## config.mk

```make
export PLATFORM = sky130hd
export DESIGN_NAME = gd_step_sequencer
export DESIGN_NICKNAME = d
export VERILOG_FILES = /design/src/rtl/gd_pkg.sv /design/src/rtl/gd_step_rom.sv /design/src/rtl/gd_step_sequencer.sv
export SDC_FILE = /design/constraint.sdc
export NUM_CORES = 1
export LEC_CHECK = 0
export BUFFER_PORTS_ARGS = -buffer_cell sky130_fd_sc_hd__buf_2
export CORE_UTILIZATION = 50
export DETAILED_ROUTE_END_ITERATION = 6
export HOLD_SLACK_MARGIN = 0.08
export PLACE_DENSITY = 0.77
export SETUP_SLACK_MARGIN = 0.1
export SLEW_MARGIN = 20
export SYNTH_ARGS = -nofsm -noshare
export SYNTH_HDL_FRONTEND = slang
export SYNTH_SLANG_ARGS = --single-unit
```

## constraint.sdc

```tcl
create_clock -name clk -period 2.1 [get_ports clk]
set_input_delay 0.21 -clock clk [delete_from_list [all_inputs] [get_ports clk]]
set_output_delay 0.21 -clock clk [all_outputs]
set_load 0.1 [all_outputs]
```

## src/rtl/gd_pkg.sv

```systemverilog
// Shared types and constants for the gradient-descent step sequencer:
// engine op codes, buffer ids, step/state encodings and float operands.
package gd_pkg;

    typedef enum logic [1:0] {
        OP_MATMUL = 2'd0,
        OP_SUB    = 2'd1,
        OP_SCALE  = 2'd2,
        OP_CLEAR  = 2'd3
    } op_e;

    localparam logic [3:0] BUF_X     = 4'd0;
    localparam logic [3:0] BUF_XT    = 4'd1;
    localparam logic [3:0] BUF_THETA = 4'd2;
    localparam logic [3:0] BUF_Y     = 4'd3;
    localparam logic [3:0] BUF_H     = 4'd4;
    localparam logic [3:0] BUF_HMY   = 4'd5;
    localparam logic [3:0] BUF_XTD   = 4'd6;
    localparam logic [3:0] BUF_G     = 4'd7;
    localparam logic [3:0] BUF_LG    = 4'd8;

    // IEEE-754 single: 1/M for M=100, and the learning rate.
    localparam logic [31:0] ONE_DIV_M_F = 32'h3C23D70A;
    localparam logic [31:0] LR_F        = 32'h38D1B717;

    typedef enum logic [2:0] {
        STEP_CLR = 3'd0,
        STEP_S1  = 3'd1,
        STEP_S2  = 3'd2,
        STEP_S3  = 3'd3,
        STEP_S4  = 3'd4,
        STEP_S5  = 3'd5,
        STEP_S6  = 3'd6
    } step_e;

    typedef enum logic [2:0] {
        ST_IDLE     = 3'd0,
        ST_ISSUE    = 3'd1,
        ST_WAIT_RES = 3'd2,
        ST_NEXT     = 3'd3,
        ST_DUMP     = 3'd4,
        ST_ERR      = 3'd5
    } state_e;

    typedef struct packed {
        op_e         code;
        logic [3:0]  src_a;
        logic [3:0]  src_b;
        logic [3:0]  dst;
        logic [31:0] scalar;
    } op_t;

endpackage

```

## src/rtl/gd_step_rom.sv

```systemverilog
// Combinational step table: maps a sequencer step to the engine operation,
// its source/destination buffers and the scalar operand.
module gd_step_rom
    import gd_pkg::*;
#(
    parameter logic [31:0] ONE_DIV_M = ONE_DIV_M_F,
    parameter logic [31:0] LR        = LR_F
) (
    input  step_e i_step,
    output op_t   o_op
);

    // NOTE: the all-zero default first keeps this block latch-free and makes
    // unused source ids and non-SCALE scalars read as 0.
    always_comb begin
        o_op = '0;
        case (i_step)
            STEP_CLR: begin
                o_op.code = OP_CLEAR;
                o_op.dst  = BUF_THETA;
            end
            STEP_S1: begin
                o_op.code  = OP_MATMUL;
                o_op.src_a = BUF_X;
                o_op.src_b = BUF_THETA;
                o_op.dst   = BUF_H;
            end
            STEP_S2: begin
                o_op.code  = OP_SUB;
                o_op.src_a = BUF_H;
                o_op.src_b = BUF_Y;
                o_op.dst   = BUF_HMY;
            end
            STEP_S3: begin
                o_op.code   = OP_SCALE;
                o_op.src_a  = BUF_XT;
                o_op.dst    = BUF_XTD;
                o_op.scalar = ONE_DIV_M;
            end
            STEP_S4: begin
                o_op.code  = OP_MATMUL;
                o_op.src_a = BUF_XTD;
                o_op.src_b = BUF_HMY;
                o_op.dst   = BUF_G;
            end
            STEP_S5: begin
                o_op.code   = OP_SCALE;
                o_op.src_a  = BUF_G;
                o_op.dst    = BUF_LG;
                o_op.scalar = LR;
            end
            STEP_S6: begin
                o_op.code  = OP_SUB;
                o_op.src_a = BUF_THETA;
                o_op.src_b = BUF_LG;
                o_op.dst   = BUF_THETA;
            end
            default: o_op = '0;
        endcase
    end

endmodule

```

## src/rtl/gd_step_sequencer.sv

```systemverilog
// Drives the shared matrix engine through the batch gradient-descent loop,
// with a result watchdog, iteration counting and a final Theta dump.
module gd_step_sequencer
    import gd_pkg::*;
#(
    parameter int          MAX_ITER  = 2000,
    parameter int          ITER_W    = 11,
    parameter int          TIMEOUT   = 2**24,
    parameter logic [31:0] ONE_DIV_M = ONE_DIV_M_F,
    parameter logic [31:0] LR        = LR_F
) (
    input  logic              clk,
    input  logic              rst,
    input  logic              start,
    input  logic              batch_ready,
    output logic              busy,
    output logic              done,
    output logic              error,
    output logic [ITER_W-1:0] iter_count,
    output logic              op_stb,
    input  logic              op_ack,
    output logic [1:0]        op_code,
    output logic [3:0]        op_src_a,
    output logic [3:0]        op_src_b,
    output logic [3:0]        op_dst,
    output logic [31:0]       op_scalar,
    input  logic              res_stb,
    output logic              res_ack,
    output logic              dump_req,
    input  logic              dump_done
);

    localparam int WD_W = $clog2(TIMEOUT + 1);

    state_e            r_state;
    step_e             r_step;
    logic              r_first;
    logic [WD_W-1:0]   r_wd;
    logic [ITER_W-1:0] r_iter;
    logic              r_busy, r_done, r_error, r_op_stb, r_res_ack, r_dump_req;
    op_t               r_op;

    step_e             w_rom_step;
    op_t               w_op;

    // Step about to be issued: CLR when launching a run, else the successor.
    always_comb begin
        w_rom_step = STEP_CLR;
        if (r_state == ST_NEXT) begin
            case (r_step)
                STEP_CLR: w_rom_step = STEP_S1;
                STEP_S1:  w_rom_step = STEP_S2;
                STEP_S2:  w_rom_step = r_first ? STEP_S3 : STEP_S4;
                STEP_S3:  w_rom_step = STEP_S4;
                STEP_S4:  w_rom_step = STEP_S5;
                STEP_S5:  w_rom_step = STEP_S6;
                STEP_S6:  w_rom_step = STEP_S1;
                default:  w_rom_step = STEP_CLR;
            endcase
        end
    end

    gd_step_rom #(
        .ONE_DIV_M (ONE_DIV_M),
        .LR        (LR)
    ) u_rom (
        .i_step (w_rom_step),
        .o_op   (w_op)
    );

    // NOTE: sequential state uses non-blocking assignments only, and the reset
    // is synchronous, so rst is sampled on clk like any other input.
    always_ff @(posedge clk) begin
        if (rst) begin
            r_state    <= ST_IDLE;
            r_step     <= STEP_CLR;
            r_first    <= 1'b0;
            r_wd       <= '0;
            r_iter     <= '0;
            r_busy     <= 1'b0;
            r_done     <= 1'b0;
            r_error    <= 1'b0;
            r_op_stb   <= 1'b0;
            r_res_ack  <= 1'b0;
            r_dump_req <= 1'b0;
            r_op       <= '0;
        end else begin
            r_done <= 1'b0;
            case (r_state)
                ST_IDLE, ST_ERR: begin
                    if (start && batch_ready) begin
                        r_state  <= ST_ISSUE;
                        r_step   <= STEP_CLR;
                        r_iter   <= '0;
                        r_first  <= 1'b1;
                        r_busy   <= 1'b1;
                        r_error  <= 1'b0;
                        r_op_stb <= 1'b1;
                        r_op     <= w_op;
                    end
                end
                ST_ISSUE: begin
                    if (op_ack) begin
                        r_op_stb  <= 1'b0;
                        r_res_ack <= 1'b1;
                        r_wd      <= '0;
                        r_state   <= ST_WAIT_RES;
                    end
                end
                ST_WAIT_RES: begin
                    if (res_stb) begin
                        r_res_ack <= 1'b0;
                        r_state   <= ST_NEXT;
                    end else if (r_wd == WD_W'(TIMEOUT - 1)) begin
                        r_state   <= ST_ERR;
                        r_error   <= 1'b1;
                        r_busy    <= 1'b0;
                        r_res_ack <= 1'b0;
                        r_op_stb  <= 1'b0;
                    end else begin
                        r_wd <= r_wd + WD_W'(1);
                    end
                end
                ST_NEXT: begin
                    if (r_step == STEP_S6) begin
                        r_iter <= r_iter + 1'b1;
                    end
                    if (r_step == STEP_S6 && r_iter == ITER_W'(MAX_ITER - 1)) begin
                        r_dump_req <= 1'b1;
                        r_state    <= ST_DUMP;
                    end else begin
                        if (r_step == STEP_S3) begin
                            r_first <= 1'b0;
                        end
                        r_step   <= w_rom_step;
                        r_op     <= w_op;
                        r_op_stb <= 1'b1;
                        r_state  <= ST_ISSUE;
                    end
                end
                ST_DUMP: begin
                    if (dump_done) begin
                        r_dump_req <= 1'b0;
                        r_done     <= 1'b1;
                        r_busy     <= 1'b0;
                        r_state    <= ST_IDLE;
                    end
                end
                default: r_state <= ST_IDLE;
            endcase
        end
    end

    assign busy       = r_busy;
    assign done       = r_done;
    assign error      = r_error;
    assign iter_count = r_iter;
    assign op_stb     = r_op_stb;
    assign op_code    = r_op.code;
    assign op_src_a   = r_op.src_a;
    assign op_src_b   = r_op.src_b;
    assign op_dst     = r_op.dst;
    assign op_scalar  = r_op.scalar;
    assign res_ack    = r_res_ack;
    assign dump_req   = r_dump_req;

endmodule
```

==> flow_summary_export.csv, run 1 <==
group,metric,value,unit
run_status,outcome,"complete, no violations",
global_route,grt_use_total,23.17,%
placement,numPortBuffers,58,
drt,drt_iter0_drc,231,
synthesis,yosys.cell_types.count,54,
synthesis,synth.mux.area_fraction,0,%
drt,ant_nets,0,
placement,finalWeightedCongestion,0.8402,
die,ios,70,
die,die_w,84.99,um
drt,via_count,3315,
drt,wl_per_cell,14.64,um
setup_path,crit_chain,"nor3b_1, nor4_2, buf_4, a31o_4, or4_1, a21oi_1",
clock_network,root_buffer,"clkbuf_8",
hold_path,hold_class,"primary input to flip-flop",
synthesis,synth_warnings,0,
drt,routed_wl,8.240,mm
synthesis,synth_compound_area_share,22.42,%
sta,fin_setup_tns,0,ns
clock_network,clock-sinks,65,
setup_path,start_kind,"flip-flop",
clock_network,clkSlewWorstSetupHoldPaths,0.07,ns
synthesis,ys_seq_elements,65,
sta,min_period_over_period,94.84,%
die,rows,29,
setup_path,cp.arrival,2.27,ns
setup_path,endpoint_kind,"flip-flop",
global_route,grt_pass1_vias,2912,
finish,final_util,60.97,%
synthesis,synth_flop_cell,"dfxtp_1",
global_route,antenna_found_initial,0,
clock_network,clockBufferDepth,2,
sta,clock_skew,0.007155,ns
sta,rsz0062_at_grt,"true",
power,p_leak,1.571,nW
global_route,use_met2,37.98,%
synthesis,yosysSeqAreaShare,37.79,%
sta,tightest_slew,0.5256,ns
drt,drc,0,
finish,insertedDiodeCount,0,
global_route,grt_overflow_total,0,
clock_network,cts_buffers,9,
global_route,use_met1,29.80,%
synthesis,syn_area,0.003443,mm2
sta,finalHoldViolCount,0,
synthesis,synthSimpleGateAreaFrac,25.84,%
setup_path,cp_slowest_cell,"or4_1",
global_route,grt_max_degree,33,
finish,drive_gt1_share,26.34,%
synthesis,async_reset_ff_share,0,%
clock_network,cts_tree,"yes",
finish,fillers,550,
synthesis,synth_top_family_by_area,"simple AND/OR/NAND/NOR gates",
finish,fin_nets,490,
synthesis,synth_edf_count,0,
setup_path,path_max_fanout,16,
clock_network,insertion_delay,0.34,ns
die,die_y,84.99,um
drt,drt_pass1_iterations,5,
sta,max_slew_margin,64.05,%
global_route,grt_busiest_layer,"met2",
setup_path,crit_required,2.38,ns
synthesis,synth_top_area_cell,"dfxtp_1",
finish,area_growth,15.01,%
synthesis,synthAdderAreaFrac,0.7267,%
sta,drv_slew,0,
flow_run,maxCapViolCount,0,
sta,finalSetupViolations,0,
die,coreArea,0.006495,mm2
global_route,grt_pass1_wl,13.50,mm
clock_network,htree_levels,3,
synthesis,synth_area_leaders,"dfxtp_1 38%, a21oi_1 7.7%, buf_4 6.5%",
setup_path,critPathMaxStageDelay,0.48,ns
power,power-per-cell-area,856.6,mW/mm2
setup_path,crit_type,"flip-flop to flip-flop",
sta,fin_crit,1.992,ns
drt,avgViaCountPerCell,5.888,
die,dieArea,0.007222,mm2
die,start_util,53.01,%
synthesis,synthCells,435,
synthesis,synth.top_cell.area_share,37.79,%
setup_path,cp_num_buf_inv,1,
sta,clock.fmax,0.5021,GHz
synthesis,synth_xor_area_share,1.781,%
placement,dp_hpwl,5.653,mm
setup_path,path_delay_family,"simple AND/OR/NAND/NOR gates",
global_route,gr-usage-met3,6.712,%
synthesis,synth_area_per_cell,7.916,um2
power,ir_worst_vdd,637.9,uV
[path summary, 6_finish.rpt]
path | from | to | slack [ns] | depth (start not counted)
setup / recovery | r_state[0]$_SDFFE_PP0P_ | r_wd[19]$_SDFFE_PP0P_ | 0.11 | 6
hold / removal | res_stb | res_ack$_SDFFE_PP0P_ | 0.25 | 3
setup reg to reg | r_state[0]$_SDFFE_PP0P_ | r_wd[19]$_SDFFE_PP0P_ | 0.11 | 6
hold reg to reg | dump_req$_SDFFE_PP0P_ | dump_req$_SDFFE_PP0P_ | 0.47 | 2
[sequential cells by signal, indices dropped and copies added (netlist names)]
signal,cells
r_state,3
op_src_a,3
done,1
op_scalar,3
op_src_b,4
r_step,3
dump_req,1
busy,1
res_ack,1
op_dst,4
error,1
r_wd,25
iter_count,11
r_first,1
op_code,2
op_stb,1
[report_power, final]
group	total, W	leakage [nW]	switching [W]	internal, W
clock network	0.00100	0.0898	0.000468	0.000535
logic	0.000985	0.945	0.000708	0.000277
registers	0.00140	0.536	0.000102	0.00130
[synthesized netlist by cell type, drive strengths merged (2+ instances only)]
cell and count:
o31ai 7, a31oi 6, inv 7, a21oi 53
nor3 3, clkbuf 20, a2111oi 3, and3 8
and4 4, nor4 2, ha 2, nor2 27
buf 38, or3 13, a311oi 3, nand3b 2
o21ai 43, a211oi 5, nand4b 2, nand4 13
or4 11, nor3b 2, o211ai 3, xnor2 6
nand3 19, nand2b 3, nand2 38, and2 4
nor2b 5, dfxtp 65
[tightest hold or removal path, stage by stage]
cell     delay (ns)
buf_2          0.13
o21ai_0        0.09
o211a_1        0.12
[cell usage in the layout, fill, tap and decap left out, types with 3 or more instances in the layout]
| cell | n |
|---|---|
| a2111oi_0 | 3 |
| a211oi_1 | 5 |
| a21oi_1 | 52 |
| a311oi_1 | 3 |
| a31oi_1 | 5 |
| and3_1 | 8 |
| buf_2 | 58 |
| buf_4 | 24 |
| clkbuf_8 | 9 |
| clkinv_1 | 3 |
| conb_1 | 11 |
| dfxtp_1 | 47 |
| dfxtp_2 | 13 |
| dfxtp_4 | 5 |
| inv_1 | 7 |
| nand2_1 | 38 |
| nand2b_1 | 3 |
| nand3_1 | 19 |
| nand4_1 | 13 |
| nor2_1 | 27 |
| nor2b_1 | 5 |
| nor3_1 | 3 |
| o211ai_1 | 3 |
| o21ai_0 | 41 |
| o31ai_1 | 7 |
| or3_1 | 13 |
| or4_1 | 9 |
| xnor2_1 | 6 |
[layer usage]
metal	up-vias	part of all wire [%]
li1	1648	-
met1	1551	44
met2	103	49
met3	13	6.1
met4	0	1.2
met5	-	0
[through the flow]
stage               setup slack, ns  instance area (um2)  hold WS [ns]  instances  total power [W]
floorplan                    0.1190                 3513        0.3962        445         0.002202
global placement             0.1153                 3676        0.4332        541         0.002312
detailed placement          0.03385                 3676        0.4563        541         0.002328
CTS                         0.05353                 3859        0.2470        557         0.003336
global route                0.03675                 3960        0.2599        563         0.003538
finish                       0.1084                 3960        0.2513        563         0.003392
[what timing repair did]
action                                  4_1_cts  5_1_grt
pin swaps                                     0        3
hold buffers                                  0        0
gates cloned                                  0        1
gates resized for setup                       2       18
buffers inserted                              0        5
endpoints found under the setup margin       28       42
[kinds of logic after synthesis]
group,count (synthesis)
AND/OR/NAND/NOR,162
AO/OA/AOI/OAI,133
buffers and inverters,65
flip-flops,65
XOR/XNOR,7
adder cells (fa/ha/maj),2
other,1
[layout make-up]
| type | instances | area [um2] | area share, % |
|---|---|---|---|
| Multi-Input combinational cell | 316 | 1853 | 46.79 |
| Sequential cell | 65 | 1336 | 33.74 |
| Timing Repair Buffer | 82 | 470.5 | 11.88 |
| Clock buffer | 11 | 131.4 | 3.318 |
| Tap cell | 77 | 96.34 | 2.433 |
| Clock inverter | 5 | 46.29 | 1.169 |
| Inverter | 7 | 26.28 | 0.6635 |
Power figures use the tool's default switching activity.
==> inputs of run 2 (changes only) <==
--- a/constraint.sdc
+++ b/constraint.sdc
@@ -3,2 +3,2 @@
 set_output_delay 0.21 -clock clk [all_outputs]
-set_load 0.1 [all_outputs]
+set_load 0.005 [all_outputs]
==> run 2 against run 1 <==
  * Non-clock buffer count up 1
  * Critical path depth down 1
  * Die area unchanged
  * Largest cell class unchanged
==> flow_summary_export.csv, run 2 (synthesis gave the netlist of run 1 again) <==
group,metric,value,unit
die,dieArea,0.007222,mm2
setup_path,rrSetupSlack,0.16,ns
setup_path,r2r-start,"r_state[2]$_SDFFE_PP0P_",
placement,numPortBuffers,58,
drt,wl_per_cell,14.90,um
power,p_total,0.003264,W
finish,area_growth,16.35,%
finish,drive_gt1_share,25.51,%
run_status,outcome,"complete, no violations",
global_route,grt_overflow_total,0,
setup_path,crit_chain,"and4bb_2, nor2_1, or4_4, or3_1, a21oi_1",
placement,finalWeightedCongestion,0.8904,
setup_path,cp_slowest_cell,"or4_4",
die,ios,70,
setup_path,crit_required,2.38,ns
hold_path,hold_path_startpoint,"rst",
clock_network,insertion_delay,0.35,ns
sta,clock_skew,0.005180,ns
sta,tightest_slew,0.5165,ns
finish,largest_reg_flops,25,
sta,finalHoldViolCount,0,
drt,drt_iter0_drc,346,
finish,fin_nets,490,
clock_network,clockBufferDepth,2,
sta,fin_crit,1.942,ns
finish,top_register,"r_wd",
sta,fin_setup_tns,0,ns
finish,mostFrequentLayoutCells,"58 x buf_2, 57 x dfxtp_1, 53 x a21oi_1",
power,p_leak,1.588,nW
global_route,antenna_found_initial,0,
setup_path,critPathMaxStageDelay,0.49,ns
drt,drt_pass1_iterations,5,
sta,min_period_over_period,92.47,%
setup_path,path_max_fanout,14,
finish,insertedDiodeCount,0,
global_route,grt_pass1_wl,13.43,mm
drt,ant_nets,0,
sta,finalSetupViolations,0,
finish,mostFrequentLayoutCell,"buf_2",
placement,dp_hpwl,5.738,mm
finish,final_cells,563,
clock_network,root_buffer,"clkbuf_8",
power,power-per-cell-area,814.7,mW/mm2
setup_path,path_delay_family,"simple AND/OR/NAND/NOR gates",
die,die_w,84.99,um
clock_network,cts_tree,"yes",
placement,placedCellCount,547,
global_route,grt_use_total,23.38,%
clock_network,clock-sinks,65,
drt,drc,0,
clock_network,postCtsSetupRepairBufs,0,
setup_path,cp.arrival,2.22,ns
drt,avgViaCountPerCell,5.973,
clock_network,ctsHoldBuffers,0,
setup_path,endpoint_kind,"flip-flop",
die,rows,29,
sta,holdWs,0.2212,ns
setup_path,critPathLaunch,"r_state[2]$_SDFFE_PP0P_",
hold_path,hold_class,"primary input to flip-flop",
power,ir_worst_vdd,786.7,uV
sta,rsz0062_at_grt,"true",
setup_path,start_kind,"flip-flop",
setup_path,crit_type,"flip-flop to flip-flop",
finish,final_area,0.004006,mm2
clock_network,htree_levels,3,
sta,clock.fmax,0.5149,GHz
flow_run,maxCapViolCount,0,
clock_network,clkSlewWorstSetupHoldPaths,0.07,ns
global_route,grt_pass1_vias,2917,
drt,via_count,3363,
placement,postPlaceCellArea,0.003691,mm2
global_route,grt_max_degree,32,
die,die_y,84.99,um
finish,fillers,579,
setup_path,cp_num_buf_inv,0,
sta,max_slew_margin,64.67,%
clock_network,cts_buffers,9,
die,coreArea,0.006495,mm2
sta,drv_slew,0,
die,start_util,53.01,%
drt,routed_wl,8.386,mm
==> run 2: final cells by class <==
type,instances,area (um2),share of cell area [%]
multi-input cells,315,1866,46.56
flip-flops and latches,65,1311,32.73
repair buffers,83,478.0,11.93
clock buffers,10,137.6,3.435
well taps,77,96.34,2.405
clock inverters,6,91.34,2.280
inverters,7,26.28,0.6558
==> run 2: worst reg2reg max path: stages (launching register included) <==
cell	delay [ns]
dfxtp_2	0.40
and4bb_2	0.38
nor2_1	0.11
or4_4	0.49
or3_1	0.34
a21oi_1	0.15
==> run 2: what timing repair did <==
| item | 4_1_cts | 5_1_grt |
|---|---|---|
| pin swaps | 0 | 2 |
| endpoints found under the hold margin | 0 | 0 |
| endpoints found under the setup margin | 33 | 52 |
| gates resized for setup | 4 | 20 |
==> run 2: through the flow <==
stage,util [%],setup slack [ns]
6_report,61.68,0.1580
3_3_place_gp,56.83,0.01221
4_1_cts,60.66,0.1030
3_5_place_dp,56.83,0.02425
5_1_grt,61.68,0.07499
2_1_floorplan,-,0.1272
==> run 2: per-layer routing <==
layer  GRT usage (%)  share of wire, %  wire [um]  vias to the layer above
met4           9.707               2.0        167                        0
met1           29.32                43       3609                     1576
met5               0                 0          0                        -
met2           38.86                48       4042                      131
li1                -                 -          -                     1638
met3           5.253               6.7        566                       18
==> run 2: worst paths after layout <==
check                                             endpoint  cells after the start
worst max-delay path                 r_wd[18]$_SDFFE_PP0P_                      5
worst min-delay path            op_scalar[28]$_SDFFE_PP0P_                      2
worst max register to register       r_wd[18]$_SDFFE_PP0P_                      5
worst min register to register       dump_req$_SDFFE_PP0P_                      2
==> run 2: report_power, final <==
group	switching (W)	total (W)	internal, W
registers	0.0000983	0.00140	0.00130
logic	0.000390	0.000645	0.000255
clock network	0.000516	0.00122	0.000702
==> inputs of run 3 (changes only) <==
Settings changed: CORE_UTILIZATION 50 to 56, CTS_CLUSTER_SIZE set to 20, PLACE_DENSITY 0.77 to 0.81.
Clock period 2.1 ns to 2.25 ns, I/O delays scaled along.
==> run 3 against run 2 <==
  * Worst hold slack improved by 0.023 ns
  * Die area decreased by 10%
  * Utilization grew 3.8 points
  * Cell area down 3.2%
  * Sequential cell count stayed put
  * Clock skew hardly changed
  * Wire length is 3.5% lower
  * Global-route usage increased by 3.2 points
  * Largest cell class unchanged
  * Highest routed layer unchanged
==> flow_summary_export.csv, run 3 (synthesis gave the netlist of run 1 again) <==
group,metric,value,unit
run_status,outcome,"complete, no violations",
global_route,grt_overflow_total,0,
setup_path,critPathMaxStageDelay,0.55,ns
finish,final_cells,551,
finish,mostFrequentLayoutCell,"dfxtp_1",
global_route,grt_max_degree,34,
finish,mostFrequentLayoutCells,"62 x dfxtp_1, 58 x buf_2, 53 x a21oi_1",
clock_network,insertion_delay,0.34,ns
clock_network,htree_levels,3,
finish,fin_nets,480,
finish,top_register,"r_wd",
clock_network,cts_buffers,9,
drt,drc,0,
placement,dp_slack,0.08376,ns
sta,drv_slew,0,
global_route,grt_pass1_wl,13.30,mm
global_route,grt_use_total,26.57,%
hold_path,hold_class,"primary input to flip-flop",
clock_network,clockBufferDepth,2,
sta,fin_crit,2.019,ns
setup_path,cp.arrival,2.29,ns
drt,via_count,3276,
finish,area_growth,12.65,%
sta,clock.fmax,0.4954,GHz
placement,numPortBuffers,58,
finish,insertedDiodeCount,0,
clock_network,postCtsSetupRepairBufs,0,
placement,dp_hpwl,5.416,mm
hold_path,hold_path_end,"done$_SDFF_PP0_",
hold_path,hold_path_startpoint,"dump_done",
sta,min_period_over_period,89.72,%
setup_path,path_max_fanout,14,
setup_path,r2r-end,"r_wd[20]$_SDFFE_PP0P_",
die,ios,70,
global_route,antenna_found_initial,0,
clock_network,ctsHoldBuffers,0,
sta,rsz0062_at_grt,"false",
drt,routed_wl,8.096,mm
clock_network,root_buffer,"clkbuf_8",
die,coreArea,0.005921,mm2
power,ir_worst_vdd,470.9,uV
drt,wl_per_cell,14.69,um
setup_path,ff2ff_path_depth,5,
sta,fin_setup_tns,0,ns
setup_path,r2r-start,"r_state[0]$_SDFFE_PP0P_",
setup_path,cp_slowest_cell,"or4_4",
global_route,grt_pass1_vias,2912,
finish,largest_reg_flops,25,
placement,finalWeightedCongestion,0.8785,
drt,ant_nets,0,
placement,placedCellCount,535,
sta,finalSetupViolations,0,
sta,setup_ws,0.2314,ns
power,power-per-cell-area,770.5,mW/mm2
finish,drive_gt1_share,21.22,%
sta,clock_skew,0.005132,ns
drt,avgViaCountPerCell,5.946,
clock_network,cts_tree,"yes",
clock_network,clock-sinks,65,
drt,drt_pass1_iterations,6,
setup_path,start_kind,"flip-flop",
clock_network,clkSlewWorstSetupHoldPaths,0.07,ns
hold_path,whs_path_depth,3,
sta,finalHoldViolCount,0,
drt,drt_iter0_drc,319,
power,p_leak,1.518,nW
setup_path,endpoint_kind,"flip-flop",
die,die_w,80.42,um
flow_run,maxCapViolCount,0,
sta,holdWs,0.2447,ns
finish,fillers,519,
die,die_y,80.42,um
die,rows,28,
setup_path,crit_type,"flip-flop to flip-flop",
setup_path,crit_required,2.52,ns
setup_path,crit_chain,"nor3b_1, nor4_2, or4_4, or3_1, a21oi_1",
die,dieArea,0.006467,mm2
setup_path,rrSetupSlack,0.23,ns
sta,max_slew_margin,59.33,%
die,start_util,58.16,%
sta,tightest_slew,0.6101,ns
==> run 3: cell count changes in the layout (fill, tap and decap cells not counted), moves of 3 or more <==
cell and change:
buf_4 -10, clkbuf_1 +3, clkinvlp_4 -3, dfxtp_1 +5, dfxtp_2 -5
==> run 3: worst max path at each step <==
stage,start,endpoint,slack [ns],cells after the start
final,r_state[0]$_SDFFE_PP0P_,r_wd[20]$_SDFFE_PP0P_,0.23,5
after global routing,iter_count[0]$_SDFFE_PP0P_,op_src_b[1]$_SDFFE_PP0P_,0.1,7
after CTS,r_state[1]$_SDFFE_PP0P_,r_wd[13]$_SDFFE_PP0P_,0.04,6
after detailed placement,r_state[1]$_SDFFE_PP0P_,r_wd[4]$_SDFFE_PP0P_,0.08,6
after global placement,r_state[1]$_SDFFE_PP0P_,r_wd[19]$_SDFFE_PP0P_,0.19,5
after floorplan,r_state[2]$_SDFFE_PP0P_,r_step[0]$_SDFFE_PP0P_,0.28,7
==> run 3: metal layers <==
layer / global-route usage, % / share of wire (%) / vias to the layer above
met1: 32.26 / 44 / 1529
met5: 0 / 0 / -
met3: 4.318 / 4.5 / 16
met2: 44.75 / 50 / 105
met4: 13.93 / 1.8 / 0
li1: - / - / 1626
==> run 3: repair_timing <==
| action | CTS | global route |
|---|---|---|
| resized for setup | 1 | 9 |
| pin swaps | 0 | 0 |
| endpoints found under the setup margin | 13 | 42 |
==> run 3: metrics by stage <==
step / area [um2] / total power, W / util, %
final: 3879 / 0.002989 / 65.51
after global routing: 3879 / 0.003137 / 65.51
after CTS: 3845 / 0.002975 / 64.94
after detailed placement: 3613 / 0.001853 / 61.03
after global placement: 3613 / 0.001836 / 61.03
after floorplan: 3481 / 0.001764 / -
==> run 3: report_power, final <==
| part | switching, W | internal (W) |
|---|---|---|
| clock | 0.000432 | 0.000687 |
| combinational | 0.000337 | 0.000213 |
| sequential | 0.000104 | 0.00122 |
| total | 0.000873 | 0.00212 |
==> run 3: worst max-delay path, delay by kind of cell, from the launching register on <==
family           cells  cell delay (ns)
AO/OA/AOI/OAI        1             0.15
AND/OR/NAND/NOR      4             1.31
flip-flops           1             0.50
==> run 3: area by class of cell <==
class                   instances  area, um2  area share [%]
clock buffers                  14      162.7           4.194
clock inverters                 2      60.06           1.548
inverters                       7      26.28          0.6774
multi-input cells             315       1828           47.13
flip-flops and latches         65       1305           33.65
well taps                      75      93.84           2.419
repair buffers                 73      402.9           10.39
